## src/rtl/sap_pkg.sv

```systemverilog
// Shared definitions for the RAM dump path: default geometry, frame size and
// the dump FSM state encoding.
package sap_pkg;

    localparam int DEFAULT_ADDR_W = 4;
    localparam int DEFAULT_DATA_W = 8;
    localparam int FRAME_BITS     = DEFAULT_DATA_W + 2;

    typedef enum logic [2:0] {
        IDLE,
        READ,
        WAIT,
        SHIFT,
        NEXT,
        DONE
    } dump_state_t;

    // One start bit, the payload, one stop bit.
    function automatic int frame_bits(input int data_w);
        return data_w + 2;
    endfunction

endpackage

```

## src/rtl/tx_bit_timer.sv

```systemverilog
// Serial bit timer: down-counts CLKS_PER_BIT clocks per bit, pulses bit_tick on
// terminal count and tracks which bit of the frame is on the line.
module tx_bit_timer #(
    parameter int CLKS_PER_BIT = 4,
    parameter int FRAME_BITS   = 10,
    parameter int IDX_W        = $clog2(FRAME_BITS)
) (
    input  logic             clk_i,
    input  logic             reset_i,
    input  logic             clear_i,
    input  logic             en_i,
    output logic             bit_tick_o,
    output logic [IDX_W-1:0] bit_idx_o
);

    localparam int              CNT_W    = $clog2(CLKS_PER_BIT);
    localparam logic [CNT_W-1:0] CNT_LOAD = CNT_W'(CLKS_PER_BIT - 1);
    localparam logic [IDX_W-1:0] IDX_LAST = IDX_W'(FRAME_BITS - 1);

    logic [CNT_W-1:0] cnt_q, cnt_d;
    logic [IDX_W-1:0] idx_q, idx_d;

    assign bit_tick_o = en_i && (cnt_q == '0);
    assign bit_idx_o  = idx_q;

    always_comb begin
        cnt_d = cnt_q;
        idx_d = idx_q;
        if (clear_i) begin
            cnt_d = CNT_LOAD;
            idx_d = '0;
        end else if (en_i) begin
            if (cnt_q == '0) begin
                cnt_d = CNT_LOAD;
                idx_d = (idx_q == IDX_LAST) ? '0 : idx_q + IDX_W'(1);
            end else begin
                cnt_d = cnt_q - CNT_W'(1);
            end
        end
    end

    always_ff @(posedge clk_i or posedge reset_i) begin
        if (reset_i) begin
            cnt_q <= '0;
            idx_q <= '0;
        end else begin
            cnt_q <= cnt_d;
            idx_q <= idx_d;
        end
    end

endmodule

```

## src/rtl/ram_dump_tx.sv

```systemverilog
// Reads a contiguous (possibly wrapping) RAM window through a registered read
// port and streams each word out as a start/data(LSB first)/stop serial frame.
//
//   state | meaning
//   IDLE  | waiting for start; window latched on start
//   READ  | rd_en high for one cycle at cur
//   WAIT  | RAM data arrives, loaded into the shift register
//   SHIFT | frame on tx, CLKS_PER_BIT clocks per bit
//   NEXT  | advance cur or finish
//   DONE  | one-cycle done pulse
module ram_dump_tx
    import sap_pkg::*;
#(
    parameter int ADDR_W       = DEFAULT_ADDR_W,
    parameter int DATA_W       = DEFAULT_DATA_W,
    parameter int CLKS_PER_BIT = 4
) (
    input  logic              clk_i,
    input  logic              reset_i,
    input  logic              start_i,
    input  logic [ADDR_W-1:0] first_addr_i,
    input  logic [ADDR_W-1:0] last_addr_i,
    output logic              rd_en_o,
    output logic [ADDR_W-1:0] rd_addr_o,
    input  logic [DATA_W-1:0] rd_data_i,
    output logic              tx_o,
    output logic              busy_o,
    output logic              done_o
);

    localparam int               FBITS    = frame_bits(DATA_W);
    localparam int               IDX_W    = $clog2(FBITS);
    localparam logic [IDX_W-1:0] IDX_STOP = IDX_W'(FBITS - 1);
    localparam logic [IDX_W-1:0] IDX_DATA = IDX_W'(DATA_W);

    dump_state_t       state_q, state_d;
    logic [ADDR_W-1:0] cur_q, cur_d;
    logic [ADDR_W-1:0] last_q, last_d;
    logic [DATA_W-1:0] shreg_q, shreg_d;
    logic [ADDR_W-1:0] rd_addr_q, rd_addr_d;
    logic              rd_en_q, rd_en_d;
    logic              tx_q, tx_d;
    logic              busy_q, busy_d;
    logic              done_q, done_d;
    logic              tmr_clear, tmr_en, bit_tick;
    logic [IDX_W-1:0]  bit_idx;

    tx_bit_timer #(
        .CLKS_PER_BIT (CLKS_PER_BIT),
        .FRAME_BITS   (FBITS),
        .IDX_W        (IDX_W)
    ) u_bit_timer (
        .clk_i      (clk_i),
        .reset_i    (reset_i),
        .clear_i    (tmr_clear),
        .en_i       (tmr_en),
        .bit_tick_o (bit_tick),
        .bit_idx_o  (bit_idx)
    );

    always_comb begin
        state_d   = state_q;
        cur_d     = cur_q;
        last_d    = last_q;
        shreg_d   = shreg_q;
        rd_addr_d = rd_addr_q;
        rd_en_d   = 1'b0;
        tx_d      = 1'b1;
        busy_d    = busy_q;
        done_d    = 1'b0;
        tmr_clear = 1'b0;
        tmr_en    = 1'b0;

        // Registered outputs are set up on the edge that enters each state.
        unique case (state_q)
            IDLE: begin
                if (start_i) begin
                    cur_d     = first_addr_i;
                    last_d    = last_addr_i;
                    rd_addr_d = first_addr_i;
                    rd_en_d   = 1'b1;
                    busy_d    = 1'b1;
                    state_d   = READ;
                end
            end
            READ: state_d = WAIT;
            WAIT: begin
                shreg_d   = rd_data_i;
                tx_d      = 1'b0;
                tmr_clear = 1'b1;
                state_d   = SHIFT;
            end
            SHIFT: begin
                tmr_en = 1'b1;
                tx_d   = tx_q;
                if (bit_tick) begin
                    if (bit_idx == IDX_STOP) begin
                        tx_d    = 1'b1;
                        state_d = NEXT;
                    end else if (bit_idx < IDX_DATA) begin
                        tx_d    = shreg_q[0];
                        shreg_d = shreg_q >> 1;
                    end else begin
                        tx_d = 1'b1;
                    end
                end
            end
            NEXT: begin
                if (cur_q == last_q) begin
                    done_d  = 1'b1;
                    busy_d  = 1'b0;
                    state_d = DONE;
                end else begin
                    cur_d     = cur_q + ADDR_W'(1);
                    rd_addr_d = cur_q + ADDR_W'(1);
                    rd_en_d   = 1'b1;
                    state_d   = READ;
                end
            end
            DONE: state_d = IDLE;
            default: state_d = IDLE;
        endcase
    end

    always_ff @(posedge clk_i or posedge reset_i) begin
        if (reset_i) begin
            state_q   <= IDLE;
            cur_q     <= '0;
            last_q    <= '0;
            shreg_q   <= '0;
            rd_addr_q <= '0;
            rd_en_q   <= 1'b0;
            tx_q      <= 1'b1;
            busy_q    <= 1'b0;
            done_q    <= 1'b0;
        end else begin
            state_q   <= state_d;
            cur_q     <= cur_d;
            last_q    <= last_d;
            shreg_q   <= shreg_d;
            rd_addr_q <= rd_addr_d;
            rd_en_q   <= rd_en_d;
            tx_q      <= tx_d;
            busy_q    <= busy_d;
            done_q    <= done_d;
        end
    end

    assign rd_en_o   = rd_en_q;
    assign rd_addr_o = rd_addr_q;
    assign tx_o      = tx_q;
    assign busy_o    = busy_q;
    assign done_o    = done_q;

endmodule

```

## config.mk

```make
export PLATFORM = sky130hd
export DESIGN_NAME = ram_dump_tx
export DESIGN_NICKNAME = d
export VERILOG_FILES = /design/src/rtl/sap_pkg.sv /design/src/rtl/tx_bit_timer.sv /design/src/rtl/ram_dump_tx.sv
export SDC_FILE = /design/constraint.sdc
export NUM_CORES = 1
export LEC_CHECK = 0
export ABC_AREA = 1
export CAP_MARGIN = 20
export CORE_ASPECT_RATIO = 0.5
export CORE_MARGIN = 3
export CORE_UTILIZATION = 47
export DETAILED_ROUTE_END_ITERATION = 6
export GPL_TIMING_DRIVEN = 0
export PLACE_DENSITY_LB_ADDON = 0.2
export RECOVER_POWER = 100
export SLEW_MARGIN = 40
export SYNTH_ARGS = -nofsm -noshare
export SYNTH_HDL_FRONTEND = slang
export SYNTH_HIERARCHICAL = 1
export SYNTH_SLANG_ARGS = --single-unit
```

## constraint.sdc

```tcl
create_clock -name clk_i -period 1.6 [get_ports clk_i]
set_input_delay 0.16 -clock clk_i [delete_from_list [all_inputs] [get_ports clk_i]]
set_output_delay 0.16 -clock clk_i [all_outputs]
set_load 0.005 [all_outputs]
```

==> results <==
- The run finished with clean final reports.
- The arrival time of the worst setup path is 1700 ps.
- TritonCTS built the clock tree.
- The worst endpoint required time is 1760 ps.
- The share of cells above drive strength 1 is 14.9%.
- The register bit total from synthesis is 29.
- The cell type contributing the most total cell area after synthesis is sky130_fd_sc_hd__dfrtp_1.
- The internal power is 2.30 mW.
- Tracing the worst setup path back leads to its startpoint at u_bit_timer/cnt_q[0].
- The relative contribution of the clock network to total power is 20.9%.
- After filler insertion, the fill cell instance count of the layout stands at 267.
- The overall track demand over capacity in global routing is 17.1%.
- The sequential cell area is 728 um^2.
- The tree built by TritonCTS fans out to 29 sinks.
- The flip-flop cell with the highest count after synthesis is sky130_fd_sc_hd__dfrtp_1.
- The startpoint type of the worst setup path is a register.
- The netlist area before placement is 1550 um^2.
- Summing all multi-input logic gate instances after layout gives 691 um^2.
- At the later pin of the worst-skew pair, clock insertion delay measures 270 ps.
- The number of global-route vias before repair was 1,228.
- The power per standard cell area is 1820 nW/um^2.
- In this run, CTS created clock tree buffers numbering 5.
- The category of the critical setup timing path is reg2reg.
- The count of buffers added on input and output ports is 26.
- After the first detailed-routing iteration, the DRC count stood at 58.
- The number of diodes added for antenna fixing is 0.
- 27 I/O pins were placed.
- The number of synthesized flops with an enable pin is 0.
- Once the floorplan was initialized, standard cells occupied 50.4% of the core.
- Entering global routing, the biggest net connects 24 pins.
- The initial antenna violation count came to 0.
- The height of the chip is 46.7 um.
- The final cell area excluding filler cells is 2050 um^2.
- The per-cell via count in the routed design is 4.78.
- In this run the critical register-to-register path is launched from u_bit_timer/cnt_q[0].
- The leakage power total is 1.04 nW.
- By instance count, the leading cell after synthesis is sky130_fd_sc_hd__nand2_1.
- The HPWL after detailed placement is 2260 um.
- In this run the register-to-register setup slack is 70 ps.
- The layout overhead on the synthesized area is 32.1%.
- Summed over all nets, the switching power comes to 1.43 mW.
- The routed wire length is 3270 um.
- The total core area is 3080 um^2.
- The max-slew headroom at the worst pin is 40.5%.
- IR analysis of the VDD net gives a maximum drop of 0.000909 V.
- In this run the remaining antenna-violating nets after routing total 0.
- The switching share of total power is 38.4%.
- Counting instances in the post-synthesis netlist gives the leading cell types as 67 x sky130_fd_sc_hd__nand2_1, 29 x sky130_fd_sc_hd__inv_1, 28 x sky130_fd_sc_hd__dfrtp_1.
- Global routing finished with a remaining overflow of 0.
- CTS placed an instance of sky130_fd_sc_hd__clkbuf_8 at the clock tree root.
- Dividing the detail-routed wire length by the instance count gives 11.3 um.
- The maximum net fanout on the critical path is 5.
- The post-synthesis sequential area ratio is 46.8%.
- The critical path capture point type is a register.
- The number of endpoints failing setup at the final stage is 0.
- The first-pass iteration count of the detailed router is 4.
- After floorplanning, the core was divided into 14 placement rows.
- The gate count after technology mapping is 208.
- The number of nets in the finished design is 271.
- The critical path capture point is shreg_q[0].
- The area of placed instances is 1870 um^2.
- Across all setup checks in the final design, the least slack found is 66.8 ps.
- The minimum setup slack after placement is -204 ps.
- The clock-pin slew of the registers on the worst-case setup and hold paths is 60 ps.
- For this run, the number of Yosys warnings is 6.
- The number of cells on the worst reg-to-reg path is 10.
- On the final layout, the worst clock skew is 8.53 ps.
- The maximum clock frequency is 652 MHz.
- Registers are responsible for 33.4% of the overall power.
- The synthesized area per cell is 7.47 um^2.
- The wire length of the first global-routing pass is 5270 um.
- Of all flip-flops after synthesis, the portion carrying an async set or reset was 100%.
- The part of the total power dissipated in combinational logic is 45.7%.
- In this run, distinct cell masters in the synthesized netlist total 21.
- The clock passes through at most 2 buffers.
- In this run the critical register-to-register path is captured at shreg_q[0].
- The transition time at the pin with the least slew margin is 892 ps.
- The via count is 1,380.
- The post-route fraction of the period consumed by the critical path is 95.8%.
- The hold buffer count at cts is 0.
- The depth of the CTS H-tree is 2.
- The number of endpoints with negative hold slack in the final report came to 0.
- Across the run, the number of max-cap violations was 0.
- The shortest clock period the worst path allows after layout is 1530 ps.
- In the post-synthesis netlist, the biggest area contributors are sky130_fd_sc_hd__dfrtp_1 45%, sky130_fd_sc_hd__nand2_1 16%, sky130_fd_sc_hd__inv_1 7.0%.
- The area of the die is 4070 um^2.
- The type of the most critical hold path is in2async.
- Summed over its instances, the top area cell type makes up 45.1% of the synthesized netlist area.
- The placer congestion estimate is 0.827.
- The number of nets handed over by synthesis was 231.
- The number of max-slew violations in the final report is 0.
- The horizontal extent of the die is 87.3 um.
- The remaining design rule violation count is 0.
## power groups by stage
stage	clock network (mW)	logic, mW	registers, mW
2_1_floorplan	0	1.09	1.24
3_3_place_gp	0	1.46	1.27
4_1_cts	0.793	1.62	1.25
3_5_place_dp	0	1.51	1.28
5_1_grt	0.831	1.93	1.29
6_report	0.781	1.71	1.25
## kinds of logic (layout without fill, tap and decap cells)
logic type               after synthesis  count (layout)  synth area share (%)
flip-flops                            29              29                  46.8
AO/OA/AOI/OAI                         31              31                  9.98
buffers and inverters                 38              79                  9.74
XOR/XNOR                               2               2                  1.13
adder cells (fa/ha/maj)                4               4                  3.22
AND/OR/NAND/NOR                      104             104                  29.1
## state kept, by name, indices dropped and copies added, names as in the netlist
name,count
busy_o,1
last_q,4
tx_o,1
u_bit_timer/bit_idx_o,4
shreg_q,8
rd_addr_o,4
rd_en_o,1
state_q,3
done_o,1
u_bit_timer/cnt_q,2
## cells in the final DEF (no fill, tap or decap), drive strengths merged
cell type	netlist	routed
clkbuf	0	8
dfstp	1	1
dfrtp	28	28
buf	3	9
clkdlybuf4s50	0	25
ha	4	4
nand4	1	1
nor2	19	19
nor3	3	3
o21ai	22	22
xnor2	2	2
dlygate4sd3	0	1
inv	35	35
nand2	69	69
nand3	12	12
bufinv	0	1
a21oi	9	9
## area by class of cell
type	count	share of cell area (%)
flip-flops and latches	29	35.5
multi-input cells	141	33.6
repair buffers	33	15.2
inverters	35	6.40
clock buffers	7	4.20
well taps	40	2.44
clock inverters	1	1.46
plain buffers	3	1.16
## per-layer routing
| layer | up-vias | track usage [%] | part of all wire (%) |
|---|---|---|---|
| met5 | - | 0 | 0 |
| li1 | 722 | - | - |
| met1 | 622 | 21.9 | 50 |
| met3 | 2 | 5.54 | 5.1 |
| met4 | 0 | 4.28 | 0.18 |
| met2 | 34 | 28.4 | 44 |
## per-stage QoR
stage / TNS [ps] / util, % / power, mW / hold WS, ps / std cells
2_1_floorplan: 0 / - / 2.33 / -49.0 / 208
3_3_place_gp: -1580 / 60.7 / 2.74 / 433 / 274
3_5_place_dp: -1660 / 60.7 / 2.79 / 462 / 274
4_1_cts: 0 / 65.2 / 3.66 / 170 / 285
5_1_grt: -260 / 66.6 / 4.05 / 313 / 289
6_report: 0 / 66.6 / 3.74 / 265 / 289
## critical path, cell delays in order (launching register included)
cell and delay (ps):
sky130_fd_sc_hd__dfrtp_1 390, sky130_fd_sc_hd__inv_1 70, sky130_fd_sc_hd__ha_1 170, sky130_fd_sc_hd__nand2_1 80, sky130_fd_sc_hd__inv_1 70, sky130_fd_sc_hd__inv_1 60, sky130_fd_sc_hd__nor2_2 110, sky130_fd_sc_hd__nor2_2 50
sky130_fd_sc_hd__nor3_4 180, sky130_fd_sc_hd__buf_4 190, sky130_fd_sc_hd__o21ai_1 60
## worst min path at each step
| stage | startpoint | endpoint | cells after the start |
|---|---|---|---|
| after global placement | reset_i | u_bit_timer/bit_idx_o[2] | 2 |
| after floorplan | reset_i | u_bit_timer/bit_idx_o[0] | 1 |
| after detailed placement | reset_i | u_bit_timer/bit_idx_o[1] | 2 |
| final | reset_i | u_bit_timer/bit_idx_o[1] | 2 |
| after global routing | reset_i | u_bit_timer/bit_idx_o[1] | 2 |
| after CTS | reset_i | u_bit_timer/bit_idx_o[1] | 2 |
## repair_timing
action                     CTS  global route
pin swaps                    2             3
cloned                       0             1
gates resized for setup      0             7
buffers inserted             3             3
hold endpoints to repair     0             0
setup endpoints to repair    9             9
No activity file was read; power rests on OpenSTA's default activity.
